<file path="config.mk">
export PLATFORM = sky130hd
export DESIGN_NAME = toeplitz_skew_feeder_flat
export DESIGN_NICKNAME = d
export VERILOG_FILES = /design/src/rtl/toeplitz_skew_feeder_pkg.sv /design/src/rtl/toeplitz_skew_feeder_if.sv /design/src/rtl/toeplitz_skew_feeder_row_fifo.sv /design/src/rtl/toeplitz_skew_feeder.sv /design/src/flat_wrapper.sv
export SDC_FILE = /design/constraint.sdc
export NUM_CORES = 1
export LEC_CHECK = 0
export BUFFER_PORTS_ARGS = -buffer_cell sky130_fd_sc_hd__buf_2
export CAP_MARGIN = 0
export CORE_ASPECT_RATIO = 0.75
export CORE_MARGIN = 4
export CORE_UTILIZATION = 56
export CTS_CLUSTER_SIZE = 10
export DETAILED_ROUTE_END_ITERATION = 7
export GPL_ROUTABILITY_DRIVEN = 0
export PLACE_DENSITY = 0.78
export SLEW_MARGIN = 25
export SYNTH_ARGS = -nofsm -noshare
export SYNTH_HDL_FRONTEND = slang
export SYNTH_HIERARCHICAL = 1
export SYNTH_SLANG_ARGS = --single-unit
</file>
<file path="constraint.sdc">
create_clock -name clk -period 10.8 [get_ports clk]
set_clock_uncertainty 0.2 [all_clocks]
set_input_delay 1.62 -clock clk [delete_from_list [all_inputs] [get_ports clk]]
set_output_delay 1.62 -clock clk [all_outputs]
set_load 0.01 [all_outputs]
</file>
<file path="src/rtl/toeplitz_skew_feeder_pkg.sv">
// Shared sizing for the Toeplitz router / skew feeder pair, plus a lane slicing helper.
package toeplitz_skew_feeder_pkg;

  localparam int DATA_WIDTH = 8;
  localparam int MAX_WIDTH  = 9;
  localparam int FIFO_DEPTH = 4;
  localparam int ROW_BITS   = MAX_WIDTH * DATA_WIDTH;

  typedef logic [DATA_WIDTH-1:0] lane_byte_t;

  // Byte idx of a packed row; byte 0 sits in the least significant bits.
  function automatic lane_byte_t lane_byte(input logic [ROW_BITS-1:0] row, input int idx);
    return row[idx*DATA_WIDTH +: DATA_WIDTH];
  endfunction

endpackage

</file>
<file path="src/rtl/toeplitz_skew_feeder_if.sv">
// Row-in / skewed-lanes-out bundle between the router, the skew feeder and the PE array.
interface toeplitz_skew_feeder_if
  import toeplitz_skew_feeder_pkg::*;
#(
  parameter int MaxWidth  = MAX_WIDTH,
  parameter int DataWidth = DATA_WIDTH,
  parameter int FifoDepth = FIFO_DEPTH
);
  localparam int PtrWidth = $clog2(FifoDepth);

  logic                          clear;
  logic                          rowValid;
  logic [MaxWidth*DataWidth-1:0] rowData;
  logic                          rowLast;
  logic                          stall;
  logic [MaxWidth*DataWidth-1:0] laneData;
  logic [MaxWidth-1:0]           laneValid;
  logic [PtrWidth:0]             fifoCount;
  logic                          fifoFull;
  logic                          overflow;
  logic                          done;

  modport master (
    output clear, rowValid, rowData, rowLast, stall,
    input  laneData, laneValid, fifoCount, fifoFull, overflow, done
  );

  modport slave (
    input  clear, rowValid, rowData, rowLast, stall,
    output laneData, laneValid, fifoCount, fifoFull, overflow, done
  );

endinterface

</file>
<file path="src/rtl/toeplitz_skew_feeder_row_fifo.sv">
// Row FIFO: power-of-two depth, wrapping pointers, separate occupancy counter.
module toeplitz_skew_feeder_row_fifo #(
  parameter int Width    = 73,
  parameter int Depth    = 4,
  parameter int PtrWidth = $clog2(Depth)
) (
  input  logic                clk,
  input  logic                nRst,
  input  logic                clear,
  input  logic                push,
  input  logic                pop,
  input  logic [Width-1:0]    wdata,
  output logic [Width-1:0]    rdata,
  output logic [PtrWidth:0]   count,
  output logic                full,
  output logic                empty
);

  localparam int CntWidth = PtrWidth + 1;

  logic [Width-1:0]    mem [Depth];
  logic [PtrWidth-1:0] wr_ptr;
  logic [PtrWidth-1:0] rd_ptr;

  always_ff @(posedge clk or negedge nRst) begin
    if (!nRst) begin
      wr_ptr <= '0;
      rd_ptr <= '0;
      count  <= '0;
    end else if (clear) begin
      wr_ptr <= '0;
      rd_ptr <= '0;
      count  <= '0;
    end else begin
      if (push) wr_ptr <= wr_ptr + PtrWidth'(1);
      if (pop)  rd_ptr <= rd_ptr + PtrWidth'(1);
      case ({push, pop})
        2'b10:   count <= count + CntWidth'(1);
        2'b01:   count <= count - CntWidth'(1);
        default: count <= count;
      endcase
    end
  end

  // On a full push+pop the write lands on the slot being read this cycle; rdata is the old word.
  always_ff @(posedge clk) begin
    if (push) mem[wr_ptr] <= wdata;
  end

  assign rdata = mem[rd_ptr];
  assign full  = (count == CntWidth'(Depth));
  assign empty = (count == '0);

endmodule

</file>
<file path="src/rtl/toeplitz_skew_feeder.sv">
// Buffers router rows and feeds them to the PE array diagonally skewed (lane i delayed i cycles).
module toeplitz_skew_feeder
  import toeplitz_skew_feeder_pkg::*;
#(
  parameter int MaxWidth  = MAX_WIDTH,
  parameter int DataWidth = DATA_WIDTH,
  parameter int FifoDepth = FIFO_DEPTH,
  parameter int PtrWidth  = $clog2(FifoDepth)
) (
  input  logic                 clk,
  input  logic                 nRst,
  toeplitz_skew_feeder_if.slave bus
);

  localparam int RowBits = MaxWidth * DataWidth;

  logic [RowBits:0]    fifo_rdata;
  logic [PtrWidth:0]   fifo_count;
  logic                fifo_full;
  logic                fifo_empty;
  logic                push;
  logic                pop;
  logic                drop;
  logic [RowBits-1:0]  pop_row;
  logic                pop_last;
  logic                overflow_q;
  logic [MaxWidth-1:0] last_q;

  assign pop      = !fifo_empty && !bus.stall;
  assign push     = bus.rowValid && (!fifo_full || pop);
  assign drop     = bus.rowValid && fifo_full && !pop;
  assign pop_row  = fifo_rdata[RowBits-1:0];
  assign pop_last = fifo_rdata[RowBits];

  toeplitz_skew_feeder_row_fifo #(
    .Width    (RowBits + 1),
    .Depth    (FifoDepth),
    .PtrWidth (PtrWidth)
  ) u_row_fifo (
    .clk   (clk),
    .nRst  (nRst),
    .clear (bus.clear),
    .push  (push),
    .pop   (pop),
    .wdata ({bus.rowLast, bus.rowData}),
    .rdata (fifo_rdata),
    .count (fifo_count),
    .full  (fifo_full),
    .empty (fifo_empty)
  );

  always_ff @(posedge clk or negedge nRst) begin
    if (!nRst) begin
      overflow_q <= 1'b0;
    end else if (bus.clear) begin
      overflow_q <= 1'b0;
    end else if (drop) begin
      overflow_q <= 1'b1;
    end
  end

  // Last-row tag rides alongside the longest lane; the tail bit is the done pulse and
  // is cleared during a stall so a held output does not pulse twice.
  always_ff @(posedge clk or negedge nRst) begin
    if (!nRst) begin
      last_q <= '0;
    end else if (bus.clear) begin
      last_q <= '0;
    end else if (bus.stall) begin
      last_q[MaxWidth-1] <= 1'b0;
    end else begin
      last_q <= {last_q[MaxWidth-2:0], pop & pop_last};
    end
  end

  for (genvar i = 0; i < MaxWidth; i++) begin : g_lane
    logic [DataWidth-1:0] data_q  [i+1];
    logic                 valid_q [i+1];

    always_ff @(posedge clk or negedge nRst) begin
      if (!nRst) begin
        for (int k = 0; k <= i; k++) begin
          data_q[k]  <= '0;
          valid_q[k] <= 1'b0;
        end
      end else if (bus.clear) begin
        for (int k = 0; k <= i; k++) begin
          data_q[k]  <= '0;
          valid_q[k] <= 1'b0;
        end
      end else if (!bus.stall) begin
        data_q[0]  <= pop ? lane_byte(pop_row, i) : '0;
        valid_q[0] <= pop;
        for (int k = 1; k <= i; k++) begin
          data_q[k]  <= data_q[k-1];
          valid_q[k] <= valid_q[k-1];
        end
      end
    end

    assign bus.laneData[i*DataWidth +: DataWidth] = data_q[i];
    assign bus.laneValid[i]                       = valid_q[i];
  end

  assign bus.fifoCount = fifo_count;
  assign bus.fifoFull  = fifo_full;
  assign bus.overflow  = overflow_q;
  assign bus.done      = last_q[MaxWidth-1];

endmodule

</file>
<file path="src/flat_wrapper.sv">
// flat-port wrapper written by rule: the top's interface ports become plain ports
module toeplitz_skew_feeder_flat import toeplitz_skew_feeder_pkg::*;
#(
  parameter int MaxWidth  = MAX_WIDTH,
  parameter int DataWidth = DATA_WIDTH,
  parameter int FifoDepth = FIFO_DEPTH,
  parameter int PtrWidth  = $clog2(FifoDepth)
)
  (clk, nRst, bus_clear, bus_rowValid, bus_rowData, bus_rowLast, bus_stall, bus_laneData, bus_laneValid, bus_fifoCount, bus_fifoFull, bus_overflow, bus_done);
  toeplitz_skew_feeder_if #(.MaxWidth(MaxWidth), .DataWidth(DataWidth), .FifoDepth(FifoDepth)) bus_i ();
  input  logic clk;
  input  logic nRst;
  input wire logic [$bits(bus_i.clear)-1:0] bus_clear;
  input wire logic [$bits(bus_i.rowValid)-1:0] bus_rowValid;
  input wire logic [$bits(bus_i.rowData)-1:0] bus_rowData;
  input wire logic [$bits(bus_i.rowLast)-1:0] bus_rowLast;
  input wire logic [$bits(bus_i.stall)-1:0] bus_stall;
  output wire logic [$bits(bus_i.laneData)-1:0] bus_laneData;
  output wire logic [$bits(bus_i.laneValid)-1:0] bus_laneValid;
  output wire logic [$bits(bus_i.fifoCount)-1:0] bus_fifoCount;
  output wire logic [$bits(bus_i.fifoFull)-1:0] bus_fifoFull;
  output wire logic [$bits(bus_i.overflow)-1:0] bus_overflow;
  output wire logic [$bits(bus_i.done)-1:0] bus_done;
  assign bus_i.clear = bus_clear;
  assign bus_i.rowValid = bus_rowValid;
  assign bus_i.rowData = bus_rowData;
  assign bus_i.rowLast = bus_rowLast;
  assign bus_i.stall = bus_stall;
  assign bus_laneData = bus_i.laneData;
  assign bus_laneValid = bus_i.laneValid;
  assign bus_fifoCount = bus_i.fifoCount;
  assign bus_fifoFull = bus_i.fifoFull;
  assign bus_overflow = bus_i.overflow;
  assign bus_done = bus_i.done;
  toeplitz_skew_feeder #(.MaxWidth(MaxWidth), .DataWidth(DataWidth), .FifoDepth(FifoDepth), .PtrWidth(PtrWidth)) u_core (.clk(clk), .nRst(nRst), .bus(bus_i));
endmodule
</file>
Word-level counts from Yosys, hierarchy flattened:

Memory sizes are Yosys's and may differ from the RTL's.
Index checks and enable logic that the tools add are counted.
Widths: inputs -> output; s select.

* register bits: 422
* bits in latches: 0
* bits in writable memories: 292
* bits in read-only memories: 0
* bits of input ports: 78
* output and inout port bits: 87
* logic and storage cells: 178
* memories kept: 1

* $add $sub $neg: 4
* $mul: 0
* div/mod/pow operators: 0
* order comparisons: 0
* eq/ne operators: 4
* shifts and indexed selects: 0
* multiplexer cells: 58
* bitwise operators: 1
* reduce and logical (&&, ||, !) cells: 14

Memory list
* u_core.u_row_fifo.mem: depth 4, bits a word 73, read ports 1, clocked after Yosys merged registers in 0, write ports 1, RTL line toeplitz_skew_feeder_row_fifo.sv:21 `logic [Width-1:0] mem [Depth];`

Operators by type and width (number)
* $mux 72: 2
* $mux 64: 2
* $mux 56: 2
* $mux 8: 14
* $mux 48: 2
* $mux 40: 2
* $mux 32: 2
* $mux 24: 2
* $mux 16: 2
* $mux 9: 3
* $mux 7: 2
* $mux 2: 6
* $mux 6: 2
* $mux 5: 2
* $mux 3: 3
* $mux 4: 2
* $mux 1: 7
* $pmux 3 s2: 1
* $reduce_bool 2->1: 3
* $add 2x1->2 const B: 2
* $logic_and 1x1->1: 4
* $logic_not 1->1: 4
* $add 3x1->3 const B: 1
* $eq 3x3->1 const B: 1
* other kinds (8): 8

Depth between registers and ports, before layout:

* word-level depth: 8
* mapped depth: 10
* depth with buffers taken out: 8

Modules after synthesis:

Netlist, hierarchy kept.

Modules (own cells, without submodules)
* toeplitz_skew_feeder: times used 1, cells each 1378, area an instance 16146.7 um^2, seq. area each 9484.1 um^2
* toeplitz_skew_feeder_row_fifo: times used 1, cells each 422, area an instance 10959.3 um^2, seq. area each 8943.6 um^2

Worst setup path before layout:

OpenSTA, ideal clock, no wires.

* kind: input to register
* start: input bus_stall
* end: memory u_core.u_row_fifo.mem[0][0], enable pin
* library setup time: 0.439 ns
* arrival: 4.240 ns
* required time: 10.161 ns
* path slack: 5.921 ns
* cell stages on the path: 6
* buffers on the path: 3
* path through: buf_6 -> buf_6 -> or2_2 -> a21boi_0 -> buf_2 -> and2_1

* cells in the longest elaborated chain, start to end: 6

RTL lines
* start: declaration: RTL line flat_wrapper.sv:17 `input wire logic [$bits(bus_i.stall)-1:0] bus_stall;`
* $logic_not 1->1: RTL line toeplitz_skew_feeder.sv:29 `assign pop = !fifo_empty && !bus.stall;`
* $logic_and 1x1->1: RTL line toeplitz_skew_feeder.sv:29
* $logic_or 1x1->1: RTL line toeplitz_skew_feeder.sv:30 `assign push = bus.rowValid && (!fifo_full || pop);`
* $logic_and 1x1->1: RTL line toeplitz_skew_feeder.sv:30
* net u_core.push: RTL line toeplitz_skew_feeder.sv:21 `logic push;`
* $mux 1: RTL line toeplitz_skew_feeder_row_fifo.sv:47 `if (push) mem[wr_ptr] <= wdata;`
* $mux 1 (not written as such): RTL line toeplitz_skew_feeder_row_fifo.sv:47
* end: declaration: RTL line toeplitz_skew_feeder_row_fifo.sv:21

The timed path passes the listed nets, and every way through them passes these cells.

Final worst setup path:

* start: input bus_stall
* end: register u_core.g_lane[6].data_q (netlist bit u_core/bus.laneData[52])

* cells in the longest elaborated chain, start to end: 1

RTL lines
* $ne 2x2->1 (no source line)
* end signal: indexed assignment: RTL line toeplitz_skew_feeder.sv:95 `data_q[k] <= data_q[k-1];`
* end: declaration: RTL line toeplitz_skew_feeder.sv:77 `logic [DataWidth-1:0] data_q [i+1];`

No other way between the ends.
A chain may end at the register's enable or synchronous reset.

==> metrics.txt <==
sequential fraction of the synthesis area=68.0%; clock latency reported for the late side of the worst-skew pair=~600 ps; Clk pwr share=a little under two fifths; mux cell area share after synthesis=between 15 and 20%; core area=roughly 48,000 um2; Initial DRC Count=about 1,100; Slew Limit Fails=0; fin crit period=about 4000 ps; LEAKAGE=roughly 13 nW; most common cell after layout, fill and taps aside=dfrtp_1; layout cell share with drive strength beyond 1=18.7%; gr ovfl total=0; CTS resizes=0; slowest CP cell=buf_4; Yosys top cell by area=dfrtp_1; largest net degree at the start of global routing=~170; Buf/Inv on CP=3; Net Count, Synth=1,883; Synth Instances=1,800; Final Hold Slack=between 300 and 400 ps; RSZ-0062 raised after global routing=false; Core Util, Final=between 60% and 70%; largest family of logic cells by synthesized area=multiplexers; DP Wirelength=26.6 mm; setup TNS=0 ps; row cnt=approximately 70; Die ar.=about 52,000 um2; maximum clock path buffer count=3; most frequent cells in the layout=384 x dfrtp_1, 309 x nor2_1, 305 x mux2i_1; post-synthesis adder-cell area fraction=less than 1%; Max transition margin=approximately a third; worst ir drop on vdd=between 100 and 150 uV; Hold Path Class=register to register; crit path DAT=4220 ps; final WL=47.4 mm; TritonCTS clock tree=built; post-synth top area share=a little over a third; maxcap violations=0; Post-CTS Setup Bufs=0; final setup violating endpoints=0; Synth Area in Compound Gates=approximately 1.5%; Final Hold Violating Endpoints=0; Avg Cell Area, Syn=about 15 um2; largest cells by area after synthesis=dfrtp_1 36%, edfxtp_1 32%, mux2i_1 11%, mux4_2 6.1%, nor2_1 4.3%; #FFs+latches synth=~680; crit-path max FO=slightly below 90; FF-to-FF setup slack=a little over 7000 ps; slowest stage delay, CP=roughly 900 ps; Worst Setup SP=bus_stall; crit end category=register; run status=complete, no violations; vias in the first global route=between 10,000 and 15,000; worst r2r src=u_core/u_row_fifo/count[0]$_DFFE_PN0P_; DIE WIDTH=262 um; ANT nets after route=0; Post-Synthesis Cell Area=27,100 um2; Worst-Margin Slew=about 1000 ps; P per Cell Area=approximately 200 nW/um2; fill count=~3,400; Initial Utilization=57.0%; CP Cell Sequence=buf_8, buf_4, buf_6, mux2i_1, nor2_1; startpoint types=primary input; synth warn=6; Area growth syn-to-layout=10.6%; fmax=around 250 MHz; DP Cell Count=~2,400; gr usage total=a little under a fifth; Synth cell types=29; Data required, critical path=between 10,000 and 15,000 ps; period utilization=a little under two fifths; internal power=4.66 mW; First-pass DRT Iterations=5; H-tree depth=3; first-pass GRT wire length=between 70 and 80 mm; Final Non-Filler Cells=between 2,000 and 3,000; post-synthesis simple-gate area fraction=7.99%; total number of vias=~14,000; clock tree sinks=slightly below 700; switching share of power=23.9%; Inserted Clock Buffers=77; HP Start=u_core/g_lane[7].data_q[16]$_DFFE_PN0P_; DRC Markers=0; Post-Synth XOR/XNOR Area=0.162%; DIE HEIGHT=199 um; CP Class=primary input to register; CP delay by family, top=buffers and inverters; Flop pwr share=around 49%; Wirelength per Cell=18.4 um; Net Sw Power=1.46 mW; Logic pwr share=about an eighth; Final #Nets=between 1,500 and 2,000; Ports=about 170; hold buffers post-CTS=0; clock slew at reported path FFs=approximately 50 ps; initial antenna violation count=9; Root Buffer=clkbuf_16; vias per cell=approximately 5.4; Port Buf Inserts=between 150 and 200
-- power groups by stage --
| stage | Sequential, mW | Combinational [mW] | Clock, mW |
|---|---|---|---|
| detailed placement | 3.07 | 0.815 | 0 |
| finish | 3.02 | 0.804 | 2.30 |
| CTS | 3.02 | 0.819 | 2.36 |
| global route | 3.04 | 0.879 | 2.47 |
| floorplan | 3.02 | 0.662 | 0 |
| global placement | 3.07 | 0.770 | 0 |
-- routing by layer --
| layer | GRT usage, % | share of wire (%) | vias to the layer above |
|---|---|---|---|
| met5 | 0 | 0.13 | - |
| met4 | 5.86 | 1.8 | 10 |
| li1 | - | - | 6514 |
| met2 | 30.0 | 49 | 255 |
| met1 | 25.5 | 44 | 7150 |
| met3 | 4.58 | 4.8 | 76 |
-- worst paths after layout --
kind | to | cells after the start
setup / recovery | u_core/bus.laneData[52]$_DFFE_PN0P_ | 5
hold / removal | u_core/g_lane[7].data_q[8]$_DFFE_PN0P_ | 2
setup reg to reg | u_core/u_row_fifo/mem[2][56]$_DFFE_PP_ | 6
hold reg to reg | u_core/g_lane[7].data_q[8]$_DFFE_PN0P_ | 2
max in group asynchronous | u_core/g_lane[8].data_q[21]$_DFFE_PN0P_ | 3
min in group asynchronous | u_core/bus.laneData[38]$_DFFE_PN0P_ | 1
-- state kept, by name (all words and copies together), names as in the netlist --
name / count
u_core/u_row_fifo/wr_ptr: 2
u_core/bus.laneData: 64
u_core/bus.laneValid: 8
u_core/g_lane.data_q: 296
u_core/u_row_fifo/mem: 292
u_core/last_q: 9
u_core/u_row_fifo/count: 3
u_core/g_lane.valid_q: 1
u_core/u_row_fifo/rd_ptr: 2
u_core/bus.overflow: 1
-- final cells by class --
class | instances | area (um2) | area share, %
sequential | 678 | 18400 | 61.5
clock inverter | 4 | 50.0 | 0.167
clock buffer | 127 | 2160 | 7.19
antenna | 5 | 12.5 | 0.0417
inverter | 4 | 15.0 | 0.0501
multi-input combinational | 936 | 7390 | 24.6
timing repair buffer | 183 | 1130 | 3.78
tap | 639 | 800 | 2.67
-- metrics by stage --
step	setup WS, ps	instance area [um2]	power, mW
floorplan	5920	27100	3.68
global placement	5950	27600	3.84
global route	6670	30000	6.39
detailed placement	5950	27700	3.88
CTS	6590	30000	6.20
finish	6820	30000	6.12
-- tightest hold or removal path: stages, from the launching register on --
cell and delay [ps]:
dfrtp_1 340, mux2i_1 70, nor2_1 80
-- synthesized netlist by cell type (all sizes together) --
cell type / n
edfxtp: 292
xor2: 2
fa: 1
dfrtp: 386
nor3b: 4
nor3: 2
nand2: 75
and2: 4
ha: 4
or2: 1
a21oi: 75
or3b: 73
mux2i: 305
mux4: 73
nor2: 309
o211ai: 1
inv: 4
and3b: 1
xnor2: 3
nor2b: 1
clkbuf: 37
o21ai: 1
a21boi: 1
buf: 145
-- logic make-up after synthesis --
| kind of cell | Yosys count |
|---|---|
| muxes | 378 |
| DFF | 678 |
| and+or+nand+nor | 470 |
| buffers and inverters | 186 |
| adders and majority gates | 5 |
| AOI/OAI and AO/OA | 78 |
| xor gates and xnor gates | 5 |
(Power assumes the default switching activity.)
